## src/rtl/pipe_ctrl.sv

```systemverilog
// Pipeline hazard controller: arbitrates stage stall requests, taken-branch
// redirects and precise MEM traps into per-stage hold/flush controls and a
// fetch redirect. It also keeps a sticky stall watchdog and a PC-hold
// performance counter.
module pipe_ctrl #(
  parameter int unsigned TIMEOUT = 255
) (
  input  logic        clk,
  input  logic        rst,
  input  logic        stallreq_if,
  input  logic        stallreq_id,
  input  logic        stallreq_ex,
  input  logic        stallreq_mem,
  input  logic        branch_flag,
  input  logic [31:0] branch_target,
  input  logic        trap_req,
  input  logic [31:0] trap_vec,
  output logic [4:0]  stall,
  output logic        flush_ifid,
  output logic        flush_idex,
  output logic        flush_exmem,
  output logic        new_pc_valid,
  output logic [31:0] new_pc,
  output logic        stall_timeout,
  output logic [31:0] stall_cycles
);

  // The watchdog counter is at least 8 bits wide.
  // It is widened when TIMEOUT needs more bits.
  localparam int CW = ($clog2(TIMEOUT + 1) > 8) ? $clog2(TIMEOUT + 1) : 8;

  typedef enum logic {
    RUN  = 1'b0,
    TRAP = 1'b1
  } state_e;

  state_e          state_q, state_d;
  logic [31:0]     vec_q, vec_d;
  logic [CW-1:0]   cnt_q, cnt_d;
  logic            timeout_q, timeout_d;
  logic [31:0]     cyc_q, cyc_d;

  logic [4:0]      stall_c;
  logic            fl_ifid_c, fl_idex_c, fl_exmem_c;
  logic            npv_c;
  logic [31:0]     npc_c;

  // Priority decode of hazards into hold/flush/redirect for the current cycle.
  always_comb begin
    stall_c    = '0;
    fl_ifid_c  = 1'b0;
    fl_idex_c  = 1'b0;
    fl_exmem_c = 1'b0;
    npv_c      = 1'b0;
    npc_c      = '0;
    state_d    = state_q;
    vec_d      = vec_q;
    if (state_q == TRAP) begin
      // Redirect to the handler for one cycle. Every request is ignored here.
      npv_c   = 1'b1;
      npc_c   = vec_q;
      state_d = RUN;
    end else if (trap_req) begin
      fl_ifid_c  = 1'b1;
      fl_idex_c  = 1'b1;
      fl_exmem_c = 1'b1;
      vec_d      = trap_vec;
      state_d    = TRAP;
    end else if (stallreq_mem) begin
      stall_c = 5'b01111;
    end else if (stallreq_ex) begin
      stall_c = 5'b00111;
    end else if (branch_flag) begin
      // A branch beats the younger stalls. The stalled work is flushed anyway.
      npv_c     = 1'b1;
      npc_c     = branch_target;
      fl_ifid_c = 1'b1;
      fl_idex_c = 1'b1;
    end else if (stallreq_id) begin
      stall_c = 5'b00011;
    end else if (stallreq_if) begin
      stall_c = 5'b00001;
    end
    // While reset is held, force the controls quiet whatever the inputs are.
    if (!rst) begin
      stall_c    = '0;
      fl_ifid_c  = 1'b0;
      fl_idex_c  = 1'b0;
      fl_exmem_c = 1'b0;
      npv_c      = 1'b0;
      npc_c      = '0;
    end
  end

  assign stall        = stall_c;
  assign flush_ifid   = fl_ifid_c;
  assign flush_idex   = fl_idex_c;
  assign flush_exmem  = fl_exmem_c;
  assign new_pc_valid = npv_c;
  assign new_pc       = npc_c;

  // Next-state for the watchdog and the performance counter.
  always_comb begin
    cnt_d     = cnt_q;
    timeout_d = timeout_q;
    cyc_d     = cyc_q;
    if (stall_c != '0) begin
      if (cnt_q != '1) cnt_d = cnt_q + 1'b1;
    end else begin
      cnt_d = '0;
    end
    if (cnt_q == CW'(TIMEOUT)) timeout_d = 1'b1;
    if (stall_c[0]) cyc_d = cyc_q + 32'd1;
  end

  // FSM state and captured trap vector. Reset aborts any pending redirect.
  always_ff @(posedge clk or negedge rst) begin
    if (!rst) begin
      state_q <= RUN;
      vec_q   <= '0;
    end else begin
      state_q <= state_d;
      vec_q   <= vec_d;
    end
  end

  // Counters and sticky watchdog flag. A trap does not clear them.
  always_ff @(posedge clk or negedge rst) begin
    if (!rst) begin
      cnt_q     <= '0;
      timeout_q <= 1'b0;
      cyc_q     <= '0;
    end else begin
      cnt_q     <= cnt_d;
      timeout_q <= timeout_d;
      cyc_q     <= cyc_d;
    end
  end

  assign stall_timeout = timeout_q;
  assign stall_cycles  = cyc_q;

endmodule

```

## config.mk

```make
export PLATFORM = sky130hd
export DESIGN_NAME = pipe_ctrl
export DESIGN_NICKNAME = d
export VERILOG_FILES = /design/src/rtl/pipe_ctrl.sv
export SDC_FILE = /design/constraint.sdc
export NUM_CORES = 1
export LEC_CHECK = 0
export CORE_ASPECT_RATIO = 1.25
export CORE_UTILIZATION = 44
export CTS_CLUSTER_SIZE = 10
export DETAILED_ROUTE_END_ITERATION = 8
export GPL_TIMING_DRIVEN = 0
export MAX_ROUTING_LAYER = met4
export PLACE_DENSITY = 0.91
export SLEW_MARGIN = 20
export SYNTH_ARGS = -nofsm -noshare
export SYNTH_HDL_FRONTEND = slang
export SYNTH_SLANG_ARGS = --single-unit
```

## constraint.sdc

```tcl
create_clock -name clk -period 2.1 [get_ports clk]
set_input_delay 0.21 -clock clk [delete_from_list [all_inputs] [get_ports clk]]
set_output_delay 0.21 -clock clk [all_outputs]
set_load 0.05 [all_outputs]
```

== Yosys cells after proc, flatten, opt, wreduce, memory -nomap -nowiden ==
Cells that the tools add are included.

* Flip-flop bits (word level): 74
* Input port bits: 72
* Output and inout bits: 74
* Word-level logic and storage cells: 41

* Add/subtract/negate cells: 2
* Eq/ne operators: 3
* Multiplexer cells: 28
* Bitwise gates (word level): 1
* Reductions and logical operators: 2

{| class="wikitable"
|+ Operator list
! kind !! number
|-
| 32-bit two-way mux || 6
|-
| 32-bit by 1-bit adder with 32-bit output (second input constant) || 1
|-
| 8-bit two-way mux || 2
|-
| 1-bit two-way mux || 13
|-
| 5-bit two-way mux || 2
|-
| 8-bit by 1-bit adder with 8-bit output (second input constant) || 1
|-
| 8-bit equality test (second input constant) || 1
|-
| 4-bit two-way mux || 2
|-
| 8-bit != test (second input constant) || 1
|-
| 5-bit nonzero test || 1
|-
| 2-bit two-way mux || 2
|-
| 3-bit two-way mux || 1
|-
| 2-bit by 1-bit != test with 1-bit output (second input constant) || 1
|-
| 2-bit AND reduction || 1
|-
| 1-bit NOT || 1
|}

== Depth between registers and ports, before layout ==
* Word-level depth: 10
* Gate-level depth with buffers: 6
* Gate-level depth less buffers: 6

== Least setup slack after synthesis ==
OpenSTA, ideal clock, no wires.

* Path kind: reg2out
* From: register state_q
* To: output port flush_ifid
* Arrival time: 2.525 ns
* Required time: 1.890 ns
* Setup slack: -0.635 ns
* Stages on the path, launching flop included: 5
* Path buffers: 3
* Cell sequence: dfrtp_1 -> clkbuf_1 -> buf_1 -> nor3b_1 -> buf_4

* Longest elaborated chain between the ends: 2

{| class="wikitable"
|+ Ends and longest elaborated chain
! what !! line !! text
|-
| start: declaration || 37 || <nowiki>state_e state_q, state_d;</nowiki>
|-
| start signal: assignment || 122 || <nowiki>state_q <= state_d;</nowiki>
|-
| 1-bit two-way mux (2 in a row) || n/a ||
|-
| end: declaration || 19 || <nowiki>output logic flush_ifid,</nowiki>
|}

No other way between the ends.

== Worst setup path in the final report ==
* From: input port stallreq_ex
* To: output port new_pc[0]

* Longest elaborated chain between the ends: 5

{| class="wikitable"
|+ Ends and longest elaborated chain
! what !! line !! text
|-
| start: declaration || 12 || <nowiki>input logic stallreq_ex,</nowiki>
|-
| 32-bit two-way mux || 71 || <nowiki>end else if (stallreq_ex) begin</nowiki>
|-
| 32-bit two-way mux || 69 || <nowiki>end else if (stallreq_mem) begin</nowiki>
|-
| 32-bit two-way mux || 63 || <nowiki>end else if (trap_req) begin</nowiki>
|-
| 32-bit two-way mux || 58 || <nowiki>if (state_q == TRAP) begin</nowiki>
|-
| 32-bit two-way mux || 85 || <nowiki>if (!rst) begin</nowiki>
|-
| end: declaration || 23 || <nowiki>output logic [31:0] new_pc,</nowiki>
|}

No other way between the ends.

==> reports/qor.yml <==
setup_viol: 0
path_cells: "clkdlybuf4s50_1 -> nor2_4 -> nand2_1 -> nor2_1 -> o21ai_4 -> nor2_1 -> clkdlybuf4s15_1"
synth_cell_type_count: 45
synth-seq-area-share: 0.500
drt_iter0_markers: 128
drt-total-wl_um: 9710
skew_ps: 10.7
max_freq_mhz: 492
drcViolationCount: 29
maxCapViolCount: 0
clockBufferDepth: 2
criticalPathCategory: "input pin to output port"
insertion_delay_ps: 360
seqCellArea_um2: 1860
routabilityCongestion: 0.816
synth_ff_type: "dfrtp_1"
critPathLaunchType: "input pin"
num_vias: 3111
ir_worst_vdd_mv: 0.681
required_ps: 1890
area_growth_pct: 51.0
grt_pass1_wl_um: 16000
grtUsageTotal: 0.241
gr-total-overflow: 0
timing.rr.start: "stall_cycles[10]"
core_area_um2: 8190
endpoint_kind: "output port"
multi_input_area_um2: 1880
cts_buffers: 9
worst_path_largest_cell_delay_ps: 510
path_max_fanout: 6
tns_ps: 0
clk_root_buffer_cell: "clkbuf_8"
num_rows: 37
grt_max_degree: 41
die_area_um2: 8790
hp-class: "input pin to flip-flop"
cts_tree: "done"
syn-num-nets: 408
drive_gt1_frac: 0.239
critPathLaunch: "stallreq_ex"
tightest_slew_ps: 554
cpMaxStageDelayCell: "clkdlybuf4s15_1"
dp_hpwl_um: 7250
ant_nets: 0
power_density_nw_per_um2: 674
ys_warn_count: 0
syn_area_um2: 3700
port_buffers: 144
violations: "design-rule violations"
antenna_found_initial: 0
outcome: "complete, but fails checks"
grt_pass1_vias: 3230
nets: 571
async_flop_share: 1.00
synthCells: 334
drt_pass1_iterations: 6
p_leak_nw: 2.51
drv_slew: 0
cts_max_level: 3
power.total_mw: 3.77
syn_avg_cell_area_um2: 11.1
slew_headroom: 0.625
num-fill-cells: 612
cp_data_arrival_time_ps: 1820
die_width_um: 84.0
cts.sinks: 74
wire_per_inst_um: 16.2
synth_edf_count: 0
via_per_inst: 5.19
period_needed_ps: 2030
fp.dieH_um: 105
hold_viol_final: 0
clk_pin_slew_ps: 80
crit_top_cell: "nor2_1"
hp-start: "trap_vec[25]"
ys_ff_latch: 74
period_share: 0.968
ios: 146
start_util: 0.452
antenna_cells: 0
logic make-up after synthesis:
logic type,after synthesis,synth area share
simple gates,128,0.181
flops,74,0.500
mux,65,0.187
xor+xnor,35,0.0828
buf+inv,17,0.0203
compound gates,12,0.0216
fa+ha+maj,2,0.00676
other cells,1,0.00101
power by group:
part | switching [mW] | internal, mW | total, mW
sequential | 0.107 | 1.56 | 1.67
combinational | 0.567 | 0.423 | 0.990
clock | 0.531 | 0.577 | 1.11
Yosys cell counts, types with 2 or more instances:
library cell,n,area (um^2)
dfrtp_1,74,1850
xor2_1,18,158
and4_1,4,35.0
buf_4,2,15.0
mux2i_1,33,330
nor2_1,49,184
clkbuf_1,6,22.5
and2_1,4,25.0
nor3_1,4,20.0
nand2b_1,4,25.0
buf_2,3,15.0
nor2b_1,2,12.5
buf_1,3,11.3
nand2_1,20,75.1
o21ai_1,2,10.0
xnor2_1,17,149
nor3b_1,4,30.0
nand3_1,10,50.1
nand4_1,6,37.5
inv_2,2,7.51
mux2_1,32,360
ha_1,2,25.0
a21oi_1,3,15.0
and3_1,8,50.1
nor4b_1,2,17.5
final timing paths:
| check | slack, ps | endpoint | cells after the start |
|---|---|---|---|
| worst min register to register | 480 | stall_cycles[31] | 1 |
| worst min-delay path | 450 | vec_q[25] | 2 |
| min in group asynchronous | 560 | vec_q[19] | 4 |
| max in group asynchronous | 1320 | stall_cycles[7] | 4 |
| worst max-delay path | 70 | new_pc[0] | 7 |
| worst max register to register | 170 | stall_cycles[29] | 6 |
critical path, delay by kind of cell:
kind	cells	cell delay, ps
buffers and inverters	2	980
and+or+nand+nor	4	520
AOI/OAI and AO/OA	1	100
metal layers:
| layer | part of all wire | wire length, um | vias up | global-route usage |
|---|---|---|---|---|
| met1 | 0.39 | 3810 | 1509 | 0.279 |
| met3 | 0.062 | 602 | 19 | 0.0403 |
| met5 | 0 | 0 | - | - |
| met4 | 0.023 | 221 | 0 | 0.110 |
| met2 | 0.52 | 5070 | 103 | 0.410 |
| li1 | - | - | 1480 | - |
cells in the final DEF (no fill, tap or decap), types with 3 or more instances in the layout:
cell type | netlist | final
a21oi_1 | 3 | 3
and2_1 | 4 | 4
and3_1 | 8 | 8
and4_1 | 4 | 4
buf_12 | 0 | 4
buf_2 | 3 | 20
buf_4 | 2 | 13
clkbuf_4 | 0 | 15
clkbuf_8 | 0 | 10
clkdlybuf4s15_2 | 0 | 4
clkdlybuf4s50_1 | 0 | 103
dfrtp_1 | 74 | 70
dfrtp_2 | 0 | 4
mux2_1 | 32 | 32
mux2i_1 | 33 | 33
nand2_1 | 20 | 20
nand2b_1 | 4 | 4
nand3_1 | 10 | 10
nand4_1 | 6 | 6
nor2_1 | 49 | 19
nor2_2 | 1 | 30
nor3_1 | 4 | 4
nor3b_1 | 4 | 3
xnor2_1 | 17 | 17
xor2_1 | 18 | 18
repair_timing:
action                                 CTS  global route
setup endpoints to repair               40            33
buffers inserted                         0             2
gates resized for setup                208            20
hold buffers                             5             0
endpoints found under the hold margin   34             0
pin swaps                                0             1
final cells by class:
cell class	count	area share
sequential	74	0.332
buffer	14	0.0175
clock buffer	11	0.0253
clock inverter	5	0.00985
timing repair buffer	152	0.256
multi-input combinational	243	0.336
tap	97	0.0217
inverter	3	0.00201
state kept, by name, summed over array words and instances, names as in the netlist:
register,cells
stall_cycles,32
cnt_q,8
vec_q,32
stall_timeout,1
state_q,1
through the flow:
step | setup slack, ps | util | hold slack, ps | instances | instance area (um^2)
floorplan | 2.42 | - | -85.6 | 334 | 3790
global placement | -3620 | 0.653 | 454 | 575 | 5350
detailed placement | -864 | 0.656 | 211 | 576 | 5370
CTS | -76.5 | 0.679 | 439 | 597 | 5560
global route | -2.43 | 0.682 | 451 | 599 | 5590
finish | 66.9 | 0.682 | 455 | 599 | 5590
Note: power is estimated with default switching activity, not from simulation.
